File: src/rtl/mem_stage_pkg.sv
// Shared types for the memory stage: data-bus records and pipeline bundles.
// Packages common (bus) and pipes (stage records, FSM states, op helpers).
package common;
  localparam int XLEN      = 64;
  localparam int BUS_BYTES = 8;
  localparam int OFF_W     = $clog2(BUS_BYTES);

  typedef enum logic [1:0] {
    MSIZE1, MSIZE2, MSIZE4, MSIZE8
  } msize_t;

  typedef struct packed {
    logic                 valid;
    logic [XLEN-1:0]      addr;
    msize_t               size;
    logic [BUS_BYTES-1:0] strobe;
    logic [XLEN-1:0]      data;
  } dbus_req_t;

  typedef struct packed {
    logic            addr_ok;
    logic            data_ok;
    logic [XLEN-1:0] data;
  } dbus_resp_t;
endpackage

package pipes;
  import common::*;

  typedef enum logic [3:0] {
    OP_ALU,
    OP_LB, OP_LH, OP_LW, OP_LD,
    OP_LBU, OP_LHU, OP_LWU,
    OP_SB, OP_SH, OP_SW, OP_SD
  } op_t;

  typedef enum logic [1:0] {
    MIS_NONE  = 2'd0,
    MIS_LOAD  = 2'd1,
    MIS_STORE = 2'd2
  } mis_t;

  typedef struct packed {
    mis_t misalign;
    logic regwrite;
    op_t  op;
  } ctl_t;

  typedef struct packed {
    ctl_t            ctl;
    logic [4:0]      dst;
    logic [31:0]     instr;
    logic [XLEN-1:0] aluout;
    logic [XLEN-1:0] rd;
  } exec_data_t;

  typedef struct packed {
    ctl_t            ctl;
    logic [4:0]      dst;
    logic [31:0]     instr;
    logic [XLEN-1:0] result;
    logic [XLEN-1:0] addr;
  } mem_data_t;

  typedef enum logic [1:0] {
    IDLE, REQ, WAIT, DONE
  } mem_state_t;

  function automatic logic is_load(op_t op);
    return op inside {OP_LB, OP_LH, OP_LW, OP_LD,
                      OP_LBU, OP_LHU, OP_LWU};
  endfunction

  function automatic logic is_store(op_t op);
    return op inside {OP_SB, OP_SH, OP_SW, OP_SD};
  endfunction

  function automatic logic is_mem(op_t op);
    return is_load(op) || is_store(op);
  endfunction

  function automatic logic is_signed_ld(op_t op);
    return op inside {OP_LB, OP_LH, OP_LW, OP_LD};
  endfunction

  function automatic msize_t op_size(op_t op);
    case (op)
      OP_LB, OP_LBU, OP_SB: return MSIZE1;
      OP_LH, OP_LHU, OP_SH: return MSIZE2;
      OP_LW, OP_LWU, OP_SW: return MSIZE4;
      default:              return MSIZE8;
    endcase
  endfunction

  function automatic logic misaligned(msize_t sz,
                                      logic [OFF_W-1:0] off);
    case (sz)
      MSIZE1:  return 1'b0;
      MSIZE2:  return off[0];
      MSIZE4:  return |off[1:0];
      default: return |off;
    endcase
  endfunction
endpackage

File: src/rtl/mem_stage_if.sv
// Handshake bundle around the memory stage: execute in, writeback out,
// and the data-bus request/response pair.
interface mem_stage_if;
  import common::*;
  import pipes::*;

  logic       in_valid;
  logic       in_ready;
  exec_data_t dataE;
  logic       out_valid;
  logic       out_ready;
  mem_data_t  dataM;
  dbus_req_t  dreq;
  dbus_resp_t dresp;

  modport slave (
    input  in_valid, dataE, out_ready, dresp,
    output in_ready, out_valid, dataM, dreq
  );

  modport master (
    output in_valid, dataE, out_ready, dresp,
    input  in_ready, out_valid, dataM, dreq
  );
endinterface

File: src/rtl/mem_stage_align.sv
// Byte-lane steering: store strobe/data placement and load
// extraction with sign or zero extension.
module mem_align
  import common::*;
(
  input  logic [OFF_W-1:0]     st_off_i,
  input  msize_t               st_size_i,
  input  logic [XLEN-1:0]      st_wdata_i,
  output logic [BUS_BYTES-1:0] st_strb_o,
  output logic [XLEN-1:0]      st_data_o,
  input  logic [OFF_W-1:0]     ld_off_i,
  input  msize_t               ld_size_i,
  input  logic                 ld_signed_i,
  input  logic [XLEN-1:0]      ld_raw_i,
  output logic [XLEN-1:0]      ld_data_o
);
  logic [BUS_BYTES-1:0] base;
  logic [XLEN-1:0]      sh;
  logic                 s;

  always_comb begin
    base = '0;
    unique case (st_size_i)
      MSIZE1: base = 8'h01;
      MSIZE2: base = 8'h03;
      MSIZE4: base = 8'h0F;
      MSIZE8: base = 8'hFF;
    endcase
    st_strb_o = base << st_off_i;
    st_data_o = st_wdata_i << {st_off_i, 3'b000};
  end

  always_comb begin
    sh        = ld_raw_i >> {ld_off_i, 3'b000};
    s         = 1'b0;
    ld_data_o = sh;
    unique case (ld_size_i)
      MSIZE1: begin
        s         = ld_signed_i & sh[7];
        ld_data_o = {{56{s}}, sh[7:0]};
      end
      MSIZE2: begin
        s         = ld_signed_i & sh[15];
        ld_data_o = {{48{s}}, sh[15:0]};
      end
      MSIZE4: begin
        s         = ld_signed_i & sh[31];
        ld_data_o = {{32{s}}, sh[31:0]};
      end
      MSIZE8: ld_data_o = sh;
    endcase
  end
endmodule

File: src/rtl/mem_stage.sv
// Memory-access pipeline stage: one outstanding bus access at a time.
// Optional MEM_MISALIGN_CHECK_EN faults misaligned accesses without a request.
module mem_stage
  import common::*;
  import pipes::*;
(
  input  logic       clk,
  input  logic       reset,
  mem_stage_if.slave bus
);
  mem_state_t state_q, state_d;
  mem_data_t  data_q, data_d, entry;

  logic [BUS_BYTES-1:0] strb_q, strb_d, st_strb;
  logic [XLEN-1:0]      wdata_q, wdata_d, st_data, ld_data;

  logic   ready, accept, cap;
  logic   e_mem, e_mis, e_st, e_ld;
  msize_t e_size, q_size;
  logic   q_signed;

  assign e_size   = op_size(bus.dataE.ctl.op);
  assign e_mem    = is_mem(bus.dataE.ctl.op);
  assign e_st     = is_store(bus.dataE.ctl.op);
  assign e_ld     = is_load(bus.dataE.ctl.op);
  assign q_size   = op_size(data_q.ctl.op);
  assign q_signed = is_signed_ld(data_q.ctl.op);

`ifdef MEM_MISALIGN_CHECK_EN
  assign e_mis = e_mem &&
    misaligned(e_size, bus.dataE.aluout[OFF_W-1:0]);
`else
  assign e_mis = 1'b0;
`endif

  assign ready  = (state_q == IDLE) ||
                  (state_q == DONE && bus.out_ready);
  assign accept = bus.in_valid && ready;

  mem_align u_align (
    .st_off_i    (bus.dataE.aluout[OFF_W-1:0]),
    .st_size_i   (e_size),
    .st_wdata_i  (bus.dataE.rd),
    .st_strb_o   (st_strb),
    .st_data_o   (st_data),
    .ld_off_i    (data_q.addr[OFF_W-1:0]),
    .ld_size_i   (q_size),
    .ld_signed_i (q_signed),
    .ld_raw_i    (bus.dresp.data),
    .ld_data_o   (ld_data)
  );

  // Record built at accept; loads fill result when data returns.
  always_comb begin
    entry              = '0;
    entry.ctl          = bus.dataE.ctl;
    entry.ctl.misalign = MIS_NONE;
    entry.dst          = bus.dataE.dst;
    entry.instr        = bus.dataE.instr;
    entry.addr         = bus.dataE.aluout;
    entry.result       = e_mem ? '0 : bus.dataE.aluout;
    if (e_st) entry.ctl.regwrite = 1'b0;
    if (e_mis) begin
      entry.result       = bus.dataE.aluout;
      entry.ctl.regwrite = 1'b0;
      if (e_ld) entry.ctl.misalign = MIS_LOAD;
      else      entry.ctl.misalign = MIS_STORE;
    end
  end

  always_comb begin
    state_d = state_q;
    data_d  = data_q;
    strb_d  = strb_q;
    wdata_d = wdata_q;
    cap     = 1'b0;
    unique case (state_q)
      REQ: begin
        if (bus.dresp.addr_ok && bus.dresp.data_ok) begin
          state_d = DONE;
          cap     = 1'b1;
        end else if (bus.dresp.addr_ok) begin
          state_d = WAIT;
        end
      end
      WAIT: begin
        if (bus.dresp.data_ok) begin
          state_d = DONE;
          cap     = 1'b1;
        end
      end
      DONE: if (bus.out_ready) state_d = IDLE;
      default: ;
    endcase
    if (accept) begin
      state_d = (e_mem && !e_mis) ? REQ : DONE;
      data_d  = entry;
      strb_d  = (e_st && !e_mis) ? st_strb : '0;
      wdata_d = e_st ? st_data : '0;
    end else if (cap && is_load(data_q.ctl.op)) begin
      data_d.result = ld_data;
    end
  end

  always_ff @(posedge clk or negedge reset) begin
    if (!reset) begin
      state_q <= IDLE;
      data_q  <= '0;
      strb_q  <= '0;
      wdata_q <= '0;
    end else begin
      state_q <= state_d;
      data_q  <= data_d;
      strb_q  <= strb_d;
      wdata_q <= wdata_d;
    end
  end

  assign bus.in_ready  = ready;
  assign bus.out_valid = (state_q == DONE);
  assign bus.dataM     = data_q;

  always_comb begin
    bus.dreq        = '0;
    bus.dreq.valid  = (state_q == REQ);
    bus.dreq.addr   = data_q.addr;
    bus.dreq.size   = q_size;
    bus.dreq.strobe = strb_q;
    bus.dreq.data   = wdata_q;
  end
endmodule

File: src/flat_wrapper.sv
// flat-port wrapper written by rule: the top's interface ports become plain ports
module mem_stage_flat import common::*; import pipes::*;
  (clk, reset, bus_in_valid, bus_dataE, bus_out_ready, bus_dresp, bus_in_ready, bus_out_valid, bus_dataM, bus_dreq);
  mem_stage_if bus_i ();
  input  logic clk;
  input  logic reset;
  input wire logic [$bits(bus_i.in_valid)-1:0] bus_in_valid;
  input wire logic [$bits(bus_i.dataE)-1:0] bus_dataE;
  input wire logic [$bits(bus_i.out_ready)-1:0] bus_out_ready;
  input wire logic [$bits(bus_i.dresp)-1:0] bus_dresp;
  output wire logic [$bits(bus_i.in_ready)-1:0] bus_in_ready;
  output wire logic [$bits(bus_i.out_valid)-1:0] bus_out_valid;
  output wire logic [$bits(bus_i.dataM)-1:0] bus_dataM;
  output wire logic [$bits(bus_i.dreq)-1:0] bus_dreq;
  assign bus_i.in_valid = bus_in_valid;
  assign bus_i.dataE = bus_dataE;
  assign bus_i.out_ready = bus_out_ready;
  assign bus_i.dresp = bus_dresp;
  assign bus_in_ready = bus_i.in_ready;
  assign bus_out_valid = bus_i.out_valid;
  assign bus_dataM = bus_i.dataM;
  assign bus_dreq = bus_i.dreq;
  mem_stage u_core (.clk(clk), .reset(reset), .bus(bus_i));
endmodule
File: config.mk
export PLATFORM = sky130hd
export DESIGN_NAME = mem_stage_flat
export DESIGN_NICKNAME = d
export VERILOG_FILES = /design/src/rtl/mem_stage_pkg.sv /design/src/rtl/mem_stage_if.sv /design/src/rtl/mem_stage_align.sv /design/src/rtl/mem_stage.sv /design/src/flat_wrapper.sv
export SDC_FILE = /design/constraint.sdc
export NUM_CORES = 1
export LEC_CHECK = 0
export ABC_AREA = 1
export CAP_MARGIN = 20
export CORE_AREA = 2 2 214 216
export DETAILED_ROUTE_END_ITERATION = 8
export DIE_AREA = 0 0 216 218
export GPL_ROUTABILITY_DRIVEN = 0
export HOLD_SLACK_MARGIN = 0.05
export PLACE_DENSITY_LB_ADDON = 0.08
export SETUP_SLACK_MARGIN = 0.4
export SLEW_MARGIN = 20
export SYNTH_ARGS = -nofsm -noshare
export SYNTH_HDL_FRONTEND = slang
export SYNTH_HIERARCHICAL = 1
export SYNTH_SLANG_ARGS = --single-unit
File: constraint.sdc
create_clock -name clk -period 2.8 [get_ports clk]
set_clock_uncertainty 0.15 [all_clocks]
set_input_delay 0.84 -clock clk [delete_from_list [all_inputs] [get_ports clk]]
set_output_delay 0.84 -clock clk [all_outputs]
set_load 0.005 [all_outputs]
==> impl_metrics.py <==
metrics = {
    "die": {
        "rows": 78,
        "initial_core_util_pct": 35.05,
        "die_y_um": 218,
        "dieArea_mm2": 0.04709,
        "chipWidth_um": 216,
        "core_area_mm2": 0.04489,
        "ios": 555,
    },
    "timing": {
        "relSlewSlack_pct": 56.05,
        "period_share_pct": 93.91,
        "period_needed_ps": 2629,
        "setup_viol": 0,
        "fmax_mhz": 380.3,
        "hold_viol": 0,
        "rsz0062_at_grt": "yes",
        "drv_slew": 0,
        "worst_pin_slew_ps": 652.4,
    },
    "synth": {
        "yosysMostFrequentCell": "nand2_1",
        "synth_compound_area_share_pct": 16.24,
        "async_flop_share_pct": 100.0,
        "synth_area_leaders": "dfrtp_1 39%, nand2_1 15%, o21ai_0 6.0%",
        "synth_top_family_by_area": "simple AND/OR/NAND/NOR gates",
        "synth_seq_cells": 244,
        "yosysTopAreaCellShare_pct": 38.80,
        "synth_top_area_cell": "dfrtp_1",
        "synthCells": 2148,
        "synth_warnings": 6,
        "ys.flop_type": "dfrtp_1",
        "synth_mux_area_share_pct": 1.590,
        "synth_area_mm2": 0.01574,
        "synth-simple-area-share_pct": 28.73,
        "synthDistinctLibCells": 43,
        "synth_area_per_cell_um2": 7.326,
        "synth_fa_ha_area_share_pct": 0.9541,
        "yosysSeqAreaShare_pct": 38.80,
        "synth_xor_area_share_pct": 0,
        "synth-edff-count": 0,
        "synthTopCellsByCount": "632 x nand2_1, 244 x dfrtp_1, 189 x o21ai_0",
    },
    "detailed_routing": {
        "drt-vias-per-instance": 5.024,
        "ant_nets": 0,
        "drt_iter0_drc": 1185,
        "vias": 16800,
        "drt_wl_total_um": 62240,
        "drcViolationCount": 0,
        "first_pass_iters": 5,
        "routedWlPerCell_um": 18.62,
    },
    "critical_path": {
        "r2r_setup_slack_ps": 340,
        "cp_max_fo": 5,
        "cp.arrival_ps": 1640,
        "crit_path_end_kind": "primary output",
        "rr_worst_depth": 15,
        "critPathLaunchType": "flop",
        "critPathRequiredTime_ps": 1810,
        "worstSetupPathType": "flop to primary output",
        "r2r_start": "u_core/bus.dataM[166]$_DFFE_PN0P_",
        "timing.rr.end": "u_core/bus.dataM[99]$_DFFE_PN0P_",
    },
    "power": {
        "switching_share_pct": 42.26,
        "p_leak_uw": 0.01224,
        "irDropWorstVdd_mv": 0.5917,
        "p_int_uw": 13720,
        "p_sw_uw": 10050,
        "seqPwrFrac_pct": 24.3,
        "clkPwrFrac_pct": 16.1,
        "cellPowerDensity_mw_per_mm2": 1006,
        "p_comb_share_pct": 59.6,
        "power_uw": 23770,
    },
    "global_routing": {
        "grt_usage_pct": 25.17,
        "overflow": 0,
        "grt_pass1_vias": 16290,
        "grt_max_degree": 65,
        "antenna_found_initial": 13,
        "grt_pass1_wl_um": 93580,
    },
    "worst_hold_path": {
        "hp-class": "input port to async pin",
    },
    "cts": {
        "numCtsBuffers": 28,
        "clk_pin_slew_worst_paths_ps": 60,
        "root_buffer": "clkbuf_16",
        "clk-insertion-delay-late_ps": 550,
        "h-tree-depth": 1,
        "cts_tree": "done",
        "numClockSinks": 244,
        "cts_max_path_buffers": 3,
    },
    "finish": {
        "nets": 2965,
        "fill_cells": 4500,
        "area_growth_syn_to_layout_pct": 50.19,
        "fin_util_pct": 52.64,
        "layout-drive-gt1-share_pct": 15.59,
    },
    "place": {
        "dpl.hpwl_um": 46340,
        "portBuffers": 550,
    },
    "job": {
        "maxCapViolCount": 0,
    },
    "run_status": {
        "outcome": "complete, no violations",
    },
}
cell usage in the layout, fill, tap and decap left out, types with 25 or more instances in the layout:
master,Yosys,layout
nand2_1,632,621
dlygate4sd2_1,0,302
dfrtp_1,244,238
clkdlybuf4s50_1,0,235
o21ai_0,189,180
inv_1,184,177
nor2_1,177,174
buf_4,92,159
nand4_1,100,100
nand3_1,86,83
a22o_1,72,72
a21oi_2,52,56
clkbuf_16,0,34
buf_12,1,33
a21oi_1,31,27
nand2_2,16,26
o211ai_1,26,26
mux2i_1,25,25
flip-flops by register name, summed over array words and instances, names as in the netlist:
name              cells
u_core/state_q        2
u_core/wdata_q       64
u_core/bus.dataM    170
u_core/strb_q         8
worst max-delay path by stage:
stage / end / depth (start not counted) / slack [ps] / start
after floorplan: u_core/bus.dataM[87]$_DFFE_PN0P_ / 18 / 400 / u_core/bus.dataM[166]$_DFFE_PN0P_
after global placement: bus_in_ready / 4 / -220 / bus_out_ready
after detailed placement: bus_in_ready / 4 / -220 / bus_out_ready
after CTS: bus_dreq[72] / 5 / 150 / u_core/bus.dataM[166]$_DFFE_PN0P_
after global routing: bus_dreq[72] / 5 / 120 / u_core/bus.dataM[166]$_DFFE_PN0P_
final: bus_dreq[72] / 5 / 170 / u_core/bus.dataM[166]$_DFFE_PN0P_
critical path, stage by stage, from the launching register on:
cell and delay [ps]:
dfrtp_2 450, inv_2 90, ha_4 140, nor3_2 40
a31oi_2 190, buf_2 170
power by group through the flow:
stage / Clock (µW) / Combinational [µW] / Sequential (µW)
finish: 3820 / 14200 / 5780
global route: 4070 / 15500 / 5980
CTS: 3940 / 13500 / 5780
detailed placement: 0 / 13600 / 5990
global placement: 0 / 13500 / 5930
floorplan: 0 / 7500 / 5950
logic make-up after synthesis:
logic type               Yosys count
multiplexers                      25
adder cells (fa/ha/maj)           12
other                              1
flip-flops                       244
buffers and inverters            419
AO/OA/AOI/OAI                    397
AND/OR/NAND/NOR                 1050
metal layers:
metal | vias up | track usage, % | part of all wire, %
met2 | 613 | 44.42 | 50
met3 | 118 | 5.537 | 7.4
met1 | 7969 | 30.00 | 39
met4 | 6 | 9.269 | 3.4
met5 | - | 0 | 0.058
li1 | 8090 | - | -
final cells by class:
class / count / area [µm²] / area share [%]
repair buffers: 761 / 7308 / 30.92
flip-flops and latches: 244 / 6113 / 25.87
well taps: 600 / 750.7 / 3.176
clock inverters: 6 / 65.06 / 0.2753
diodes: 10 / 25.02 / 0.1059
multi-input cells: 1486 / 7720 / 32.66
inverters: 190 / 742.0 / 3.139
clock buffers: 46 / 909.6 / 3.849
per-stage QoR:
stage | worst slack, ps | hold slack [ps] | std cells | TNS [ps] | cell area [µm²]
global route | 121.4 | 85.88 | 3342 | 0 | 23630
CTS | 153.6 | 72.22 | 3321 | 0 | 23220
finish | 170.5 | 72.84 | 3343 | 0 | 23630
floorplan | 399.1 | 322.4 | 2149 | 0 | 15770
global placement | -217.4 | 313.2 | 3180 | -7147 | 21840
detailed placement | -216.9 | 314.2 | 3180 | -9833 | 21840
what timing repair did:
action                                  in CTS  in global routing
pin swaps                                    9                 81
endpoints found under the setup margin     365                 79
resized for setup                          365                 63
gates cloned                                 2                  6
setup buffers                               87                  6
hold buffers                                 0                  0
Power figures use the tool's default switching activity.
